===== config.mk =====
export PLATFORM = sky130hd
export DESIGN_NAME = vga_timing_gen
export DESIGN_NICKNAME = d
export VERILOG_FILES = /design/src/rtl/vga_timing_gen.sv
export SDC_FILE = /design/constraint.sdc
export NUM_CORES = 1
export LEC_CHECK = 0
export CAP_MARGIN = 10
export CORE_MARGIN = 5
export CORE_UTILIZATION = 33
export CTS_CLUSTER_SIZE = 8
export DETAILED_ROUTE_END_ITERATION = 12
export GPL_ROUTABILITY_DRIVEN = 0
export HOLD_SLACK_MARGIN = 0.06
export PLACE_DENSITY = 0.57
export SYNTH_ARGS = -nofsm -noshare
export SYNTH_HDL_FRONTEND = slang
export SYNTH_SLANG_ARGS = --single-unit

===== constraint.sdc =====
create_clock -name clk -period 2.79 [get_ports clk]
set_input_delay 0.4185 -clock clk [delete_from_list [all_inputs] [get_ports clk]]
set_output_delay 0.4185 -clock clk [all_outputs]
set_load 0.005 [all_outputs]

===== src/rtl/vga_timing_gen.sv =====
// vga_timing_gen: VGA raster timing generator and output stage.
// Stage 0 holds the scan coordinates and sync decode; stage 1 registers the
// pin-level rgb/hsync/vsync so sync edges line up with the pixel data.
// Optional feature macro: VGA_FRAME_CNT_EN adds a 16-bit frame counter port.
module vga_timing_gen #(
   parameter int unsigned H_ACTIVE = 640,
   parameter int unsigned H_FP     = 16,
   parameter int unsigned H_SYNC   = 96,
   parameter int unsigned H_BP     = 48,
   parameter int unsigned V_ACTIVE = 480,
   parameter int unsigned V_FP     = 10,
   parameter int unsigned V_SYNC   = 2,
   parameter int unsigned V_BP     = 33,
   parameter bit          SYNC_POL = 1'b0
) (
   input  logic       clk,
   input  logic       rst_n,
   input  logic       pix_en,
   input  logic [5:0] rgb,
   output logic [9:0] col,
   output logic [9:0] row,
   output logic       valid,
   output logic       frame_start,
   output logic [5:0] vga_rgb,
   output logic       vga_hsync,
   output logic       vga_vsync
`ifdef VGA_FRAME_CNT_EN
   ,
   output logic [15:0] frame_cnt
`endif
);

   localparam int unsigned H_TOTAL = H_ACTIVE + H_FP + H_SYNC + H_BP;
   localparam int unsigned V_TOTAL = V_ACTIVE + V_FP + V_SYNC + V_BP;

   localparam logic [9:0] H_LAST = 10'(H_TOTAL - 1);
   localparam logic [9:0] V_LAST = 10'(V_TOTAL - 1);
   localparam logic [9:0] H_ACT  = 10'(H_ACTIVE);
   localparam logic [9:0] V_ACT  = 10'(V_ACTIVE);
   localparam logic [9:0] HS_BEG = 10'(H_ACTIVE + H_FP);
   localparam logic [9:0] HS_END = 10'(H_ACTIVE + H_FP + H_SYNC);
   localparam logic [9:0] VS_BEG = 10'(V_ACTIVE + V_FP);
   localparam logic [9:0] VS_END = 10'(V_ACTIVE + V_FP + V_SYNC);

   localparam logic SYNC_ON  = SYNC_POL;
   localparam logic SYNC_OFF = ~SYNC_POL;

   // stage 0
   logic [9:0] col_q, col_d;
   logic [9:0] row_q, row_d;
   logic       valid_q, valid_d;
   logic       hs0_q, hs0_d;
   logic       vs0_q, vs0_d;
   logic       fs_q, fs_d;
   // stage 1
   logic [5:0] rgb_q;
   logic       hsync_q;
   logic       vsync_q;

   // Next raster position and its decode; flags are derived from the
   // next-state counters so they stay aligned with col/row once registered.
   always_comb begin
      col_d = col_q + 10'd1;
      row_d = row_q;
      if (col_q == H_LAST) begin
         col_d = '0;
         if (row_q == V_LAST) begin
            row_d = '0;
         end else begin
            row_d = row_q + 10'd1;
         end
      end
      valid_d = (col_d < H_ACT) && (row_d < V_ACT);
      hs0_d   = ((col_d >= HS_BEG) && (col_d < HS_END)) ? SYNC_ON : SYNC_OFF;
      vs0_d   = ((row_d >= VS_BEG) && (row_d < VS_END)) ? SYNC_ON : SYNC_OFF;
      fs_d    = (col_d == '0) && (row_d == '0);
   end

   // Scan and output pipeline; everything advances only on pixel ticks.
   always_ff @(posedge clk) begin
      if (!rst_n) begin
         col_q   <= H_LAST;
         row_q   <= V_LAST;
         valid_q <= 1'b0;
         hs0_q   <= SYNC_OFF;
         vs0_q   <= SYNC_OFF;
         fs_q    <= 1'b0;
         rgb_q   <= '0;
         hsync_q <= SYNC_OFF;
         vsync_q <= SYNC_OFF;
      end else begin
         fs_q <= 1'b0;
         if (pix_en) begin
            col_q   <= col_d;
            row_q   <= row_d;
            valid_q <= valid_d;
            hs0_q   <= hs0_d;
            vs0_q   <= vs0_d;
            fs_q    <= fs_d;
            rgb_q   <= valid_q ? rgb : '0;
            hsync_q <= hs0_q;
            vsync_q <= vs0_q;
         end
      end
   end

`ifdef VGA_FRAME_CNT_EN
   logic [15:0] fcnt_q;

   // Frame counter steps on the same edge that raises frame_start.
   always_ff @(posedge clk) begin
      if (!rst_n) begin
         fcnt_q <= '0;
      end else if (pix_en && fs_d) begin
         fcnt_q <= fcnt_q + 16'd1;
      end
   end

   assign frame_cnt = fcnt_q;
`endif

   assign col         = col_q;
   assign row         = row_q;
   assign valid       = valid_q;
   assign frame_start = fs_q;
   assign vga_rgb     = rgb_q;
   assign vga_hsync   = hsync_q;
   assign vga_vsync   = vsync_q;

endmodule


==> results.py, run 1 <==
metrics = {
    "yosys": {
        "avgSynthCellArea_sq_um": 8.162,
        "synth_enable_flop_cells": 0,
        "syn-num-nets": 266,
        "ys_ff_latch": 32,
        "synth-seq-area-share": 0.3090,
        "post_synth_num_cell_types": 64,
        "netlist_instances": 254,
        "async_flop_share": 0,
        "synth_warnings": 0,
        "syn_area_sq_mm": 0.002073,
        "ys.flop_type": "dfxtp_1",
    },
    "timing": {
        "maxSlewViolCount": 0,
        "min_period_ns": 2.481,
        "finalSetupViolCount": 0,
        "tightestPinTransition_ns": 0.5641,
        "grt_setup_unrepaired": "false",
        "fmax_mhz": 403.1,
        "skew_ns": 0.01104,
        "fin_crit_sh": 0.8892,
        "final_hold_viol_count": 0,
        "fin_tns_setup_ns": 0,
        "hold_ws_ns": 0.4802,
        "slew_headroom": 0.6142,
    },
    "global_route": {
        "overflow": 0,
        "antenna_found_initial": 0,
        "track_usage": 0.1338,
        "grt_pass1_wl_um": 8459,
        "grt_pass1_vias": 1768,
        "grt_max_degree": 30,
    },
    "worst_setup_path": {
        "endpoint_kind": "flip-flop",
        "crit_arrival_ns": 2.68,
        "endpoint": "frame_start$_SDFF_PN0_",
        "rr_startpoint": "col[0]$_SDFFE_PN1P_",
        "worst_r2r_path_depth": 7,
        "critPathLaunch": "col[0]$_SDFFE_PN1P_",
        "critical_path_class": "flip-flop to flip-flop",
        "path_max_fanout": 14,
        "r2r-end": "frame_start$_SDFF_PN0_",
        "reg2reg_slack_ns": 0.31,
        "required_ns": 2.99,
        "setup.worst_path.start_class": "flip-flop",
    },
    "die": {
        "die_height_um": 89.26,
        "pin_count": 39,
        "start_util": 0.3441,
        "die_x_um": 89.26,
        "core-area_sq_mm": 0.006026,
        "rows": 28,
        "dieArea_sq_mm": 0.007967,
    },
    "clocking": {
        "h-tree-depth": 2,
        "cts_tree": "built",
        "cts_setup_buffers": 0,
        "clkTransAtPathRegs_ns": 0.07,
        "clkLatencyLatePin_ns": 0.29,
        "cts-buffers-inserted": 5,
        "ctsHoldBuffers": 0,
        "cts_root_buf": "clkbuf_8",
        "cts_resized": 0,
        "cts_buffer_depth": 2,
        "cts_sinks": 32,
    },
    "job": {
        "max_cap_viol_count": 0,
    },
    "route": {
        "viasPerCell": 5.337,
        "route.antenna.remaining_nets": 0,
        "vias": 1932,
        "drc_errors": 0,
        "wl_per_cell_um": 14.58,
        "first_pass_iters": 4,
        "wl_um": 5279,
        "drtIter0Drc": 115,
    },
    "placed_design": {
        "place_inst": 354,
        "io_buffer_count": 38,
        "dp_hpwl_um": 3813,
        "post_dp_cell_area_sq_mm": 0.002460,
    },
    "outcome": {
        "status": "finished, final reports clean",
    },
    "power_and_ir_drop": {
        "powerDensity_mw_per_mm2": 555.4,
        "cellLeakagePower_uw": 0.0009385,
        "max-vdd-ir-drop_mv": 0.2078,
    },
    "final_layout": {
        "layout_commonest_cell": "clkdlybuf4s50_1",
        "layout_common_cells": "38 x clkdlybuf4s50_1, 32 x dfxtp_1, 25 x nand2_1",
        "register_area_sq_um": 640.6,
        "finalNonFillerCells": 362,
        "layout-drive-gt1-share": 0.1045,
        "area_delta_synth_final_pct": 24.02,
        "antenna_cells": 0,
        "finalNetCount": 298,
        "final_core_util": 0.4267,
        "multi_input_area_sq_mm": 0.001251,
        "fin_area_sq_mm": 0.002571,
        "fillers": 604,
    },
    "hold_path": {
        "hp-class": "flip-flop to flip-flop",
        "worstHoldPathCells": 2,
    },
}
==> sequential cells by signal, indices dropped and copies added, names as in the netlist <==
register,count
hs0_q,1
frame_start,1
vs0_q,1
vga_vsync,1
vga_hsync,1
valid,1
row,10
col,10
vga_rgb,6
==> cell usage after synthesis (2+ instances only) <==
cell type,count,area share
clkbuf_1,13,0.024
xor2_1,5,0.021
and3_1,7,0.021
nand3_1,11,0.027
nor2_1,13,0.024
buf_6,2,0.011
nand2_1,25,0.045
o21ai_1,3,0.0072
nor3_1,5,0.012
ha_1,3,0.018
and2_1,7,0.021
and4_1,3,0.013
or3_1,2,0.0060
nand4_1,6,0.018
a21oi_1,18,0.043
o21ai_0,14,0.034
dfxtp_1,32,0.31
nor2b_1,16,0.048
a41oi_1,2,0.0085
mux2i_1,4,0.019
a211oi_1,2,0.0072
buf_4,2,0.0072
nand3b_1,2,0.0072
xnor2_1,9,0.038
o211ai_1,2,0.0072
inv_1,7,0.013
clkbuf_8,2,0.013
==> worst min path at each step <==
stage	startpoint	to	slack, ns
2_1_floorplan	vs0_q$_SDFFE_PN1P_	vga_vsync$_SDFFE_PN1P_	0.45
3_3_place_gp	vga_vsync$_SDFFE_PN1P_	vga_vsync$_SDFFE_PN1P_	0.46
3_5_place_dp	vga_vsync$_SDFFE_PN1P_	vga_vsync$_SDFFE_PN1P_	0.47
4_1_cts	hs0_q$_SDFFE_PN1P_	hs0_q$_SDFFE_PN1P_	0.48
5_1_grt	hs0_q$_SDFFE_PN1P_	hs0_q$_SDFFE_PN1P_	0.50
6_report	vga_vsync$_SDFFE_PN1P_	vga_vsync$_SDFFE_PN1P_	0.48
==> per-layer routing <==
| metal | wire length, um | track usage |
|---|---|---|
| met4 | 34 | 0.03248 |
| met3 | 428 | 0.03687 |
| met1 | 2525 | 0.1823 |
| met2 | 2291 | 0.2096 |
| met5 | 0 | 0 |
==> worst max-delay path: stages, from the launching register on <==
cell and delay, ns:
dfxtp_1 0.38, ha_1 0.28, and4_1 0.42, nand3_2 0.32, a21oi_1 0.23, o311ai_0 0.12
or4b_1 0.49, nor4_2 0.14
==> cell type report <==
type / instances / area share
clock buffer: 5 / 0.02676
clock inverter: 3 / 0.01654
inverter: 7 / 0.01022
multi-input combinational: 193 / 0.4866
sequential: 32 / 0.2491
tap: 75 / 0.03650
timing repair buffer: 47 / 0.1742
==> per-stage QoR <==
step	total power [uW]	setup WS [ns]
floorplan	864.4	0.5792
global placement	989.0	0.4192
detailed placement	985.3	0.3517
CTS	1444	0.3364
global route	1516	0.1371
finish	1428	0.3093
==> where the power goes <==
group          total (uW)  internal (uW)  switching, uW
Combinational         442            202            240
Sequential            535            485           49.5
Clock                 451            264            187
Total                1430            952            476
==> logic make-up (layout without fill, tap and decap cells) <==
| family | Yosys count | after routing | synth area share |
|---|---|---|---|
| compound gates | 62 | 62 | 0.1992 |
| xor+xnor | 14 | 14 | 0.05914 |
| fa+ha+maj | 3 | 3 | 0.01811 |
| buf+inv | 29 | 62 | 0.08751 |
| flops | 32 | 32 | 0.3090 |
| mux | 5 | 5 | 0.02474 |
| simple gates | 109 | 109 | 0.3024 |
(Power assumes the default switching activity.)
==> run 2: changes to the inputs <==
--- a/config.mk
+++ b/config.mk
@@ -6,8 +6,8 @@
 export NUM_CORES = 1
 export LEC_CHECK = 0
 export CAP_MARGIN = 10
-export CORE_MARGIN = 5
 export CORE_UTILIZATION = 33
+export CTS_CLUSTER_DIAMETER = 100
 export CTS_CLUSTER_SIZE = 8
 export DETAILED_ROUTE_END_ITERATION = 12
 export GPL_ROUTABILITY_DRIVEN = 0
==> constraint.sdc (replaced) <==
create_clock -name clk -period 2.79 [get_ports clk]
set_input_delay 0.558 -clock clk [delete_from_list [all_inputs] [get_ports clk]]
set_output_delay 0.558 -clock clk [all_outputs]
set_load 0.005 [all_outputs]
==> run 2 against run 1 <==
Setup slack got worse by 0.061 ns; fmax fell by 2.4%; die area fell by 17%; largest cell class unchanged; flip-flop and latch count did not move; combinational power rose by 3%; sequential share of layout area is 0.073 points higher.
==> results.py, run 2 (same netlist as run 1, synthesis figures left out) <==
metrics = {
    "timing": {
        "fin_ws_ns": 0.2486,
        "skew_ns": 0.009396,
        "fin_crit_sh": 0.9109,
        "grt_setup_unrepaired": "false",
        "fmax_mhz": 393.5,
        "slew_headroom": 0.6737,
        "min_period_ns": 2.541,
        "final_hold_viol_count": 0,
        "finalSetupViolCount": 0,
        "fin_tns_setup_ns": 0,
        "hold_ws_ns": 0.4841,
        "maxSlewViolCount": 0,
        "tightestPinTransition_ns": 0.4858,
    },
    "worst_setup_path": {
        "path_max_fanout": 14,
        "critPathMaxStageDelay_ns": 0.51,
        "required_ns": 3.00,
        "crit_arrival_ns": 2.75,
        "cpMaxStageDelayCell": "or4b_1",
        "endpoint_kind": "flip-flop",
        "setup.worst_path.start_class": "flip-flop",
        "worstPathCellList": "ha_1, and4_1, nand3_2, a21oi_1, o311ai_0, or4b_1, nor4_2",
        "worst-path-stages": 7,
        "worst_r2r_path_depth": 7,
        "cp_top_family": "simple AND/OR/NAND/NOR gates",
        "critical_path_class": "flip-flop to flip-flop",
        "worst-path-buf-inv": 0,
    },
    "power_and_ir_drop": {
        "power_frac_clock": 0.319,
        "power_uw": 1449,
        "swShare": 0.3402,
        "comb_power_share": 0.314,
        "power_frac_seq": 0.367,
        "cellLeakagePower_uw": 0.0009341,
        "switchingPower_uw": 493.0,
        "p_int_uw": 956.1,
        "max-vdd-ir-drop_mv": 0.2029,
        "powerDensity_mw_per_mm2": 565.3,
    },
    "final_layout": {
        "multi_input_area_sq_mm": 0.001251,
        "antenna_cells": 0,
        "fillers": 626,
        "finalNetCount": 297,
        "layout_commonest_cell": "clkdlybuf4s50_1",
        "layout-drive-gt1-share": 0.1014,
        "register_area_sq_um": 640.6,
        "area_delta_synth_final_pct": 23.66,
        "final_core_util": 0.4279,
        "layout_common_cells": "38 x clkdlybuf4s50_1, 32 x dfxtp_1, 25 x nand2_1",
    },
    "die": {
        "die_height_um": 81.26,
        "die_x_um": 81.26,
        "dieArea_sq_mm": 0.006603,
        "core-area_sq_mm": 0.005991,
        "pin_count": 39,
        "rows": 28,
        "start_util": 0.3461,
    },
    "hold_path": {
        "worstHoldPathCells": 2,
        "hp-class": "flip-flop to flip-flop",
    },
    "clocking": {
        "ctsHoldBuffers": 0,
        "cts_tree": "built",
        "cts_root_buf": "clkbuf_8",
        "cts_sinks": 32,
        "cts_resized": 0,
        "cts_setup_buffers": 0,
        "clkLatencyLatePin_ns": 0.30,
        "cts-buffers-inserted": 5,
        "h-tree-depth": 2,
        "cts_buffer_depth": 2,
        "clkTransAtPathRegs_ns": 0.08,
    },
    "route": {
        "drtIter0Drc": 94,
        "wl_um": 5138,
        "viasPerCell": 5.285,
        "route.antenna.remaining_nets": 0,
        "vias": 1908,
        "drc_errors": 0,
        "wl_per_cell_um": 14.23,
        "first_pass_iters": 4,
    },
    "global_route": {
        "grt_pass1_vias": 1777,
        "grt_max_degree": 30,
        "antenna_found_initial": 0,
        "overflow": 0,
        "grt_pass1_wl_um": 8625,
        "track_usage": 0.1705,
    },
    "job": {
        "max_cap_viol_count": 0,
    },
    "placed_design": {
        "place_ws_ns": 0.3048,
        "dp_hpwl_um": 3691,
        "io_buffer_count": 38,
    },
    "outcome": {
        "status": "finished, final reports clean",
    },
}
==> run 2: final cells by class <==
| class | count | area share |
|---|---|---|
| inverter | 7 | 0.01025 |
| clock buffer | 5 | 0.02684 |
| clock inverter | 3 | 0.01659 |
| timing repair buffer | 46 | 0.1718 |
| sequential | 32 | 0.2499 |
| tap | 75 | 0.03660 |
| multi-input combinational | 193 | 0.4880 |
==> run 2: power groups by stage <==
stage	Clock, uW	Combinational [uW]	Sequential [uW]
5_1_grt	493	507	539
4_1_cts	471	454	532
6_report	463	454	532
2_1_floorplan	0	342	523
3_3_place_gp	0	455	542
3_5_place_dp	0	452	543
==> run 2: path summary, 6_finish.rpt <==
path / startpoint / endpoint / slack [ns]
max reg2reg: col[1]$_SDFFE_PN1P_ / frame_start$_SDFF_PN0_ / 0.25
min: vga_hsync$_SDFFE_PN1P_ / vga_hsync$_SDFFE_PN1P_ / 0.48
min reg2reg: vga_hsync$_SDFFE_PN1P_ / vga_hsync$_SDFFE_PN1P_ / 0.48
max: col[1]$_SDFFE_PN1P_ / frame_start$_SDFF_PN0_ / 0.25
==> run 2: worst reg2reg max path, delay by kind of cell (launching register included) <==
| family | cells | cell delay (ns) |
|---|---|---|
| flip-flops | 1 | 0.39 |
| AND/OR/NAND/NOR | 4 | 1.43 |
| AO/OA/AOI/OAI | 2 | 0.37 |
| adder cells (fa/ha/maj) | 1 | 0.29 |
==> run 2: routing by layer <==
| layer | wire [um] | global-route usage |
|---|---|---|
| met1 | 2520 | 0.2296 |
| met2 | 2278 | 0.2642 |
| met3 | 271 | 0.03483 |
| met4 | 68 | 0.06607 |
| met5 | 0 | 0 |
==> run 2: through the flow <==
step,instances,area (sq um)
finish,361,2564
global route,361,2564
CTS,361,2564
detailed placement,353,2452
global placement,353,2452
floorplan,254,2073
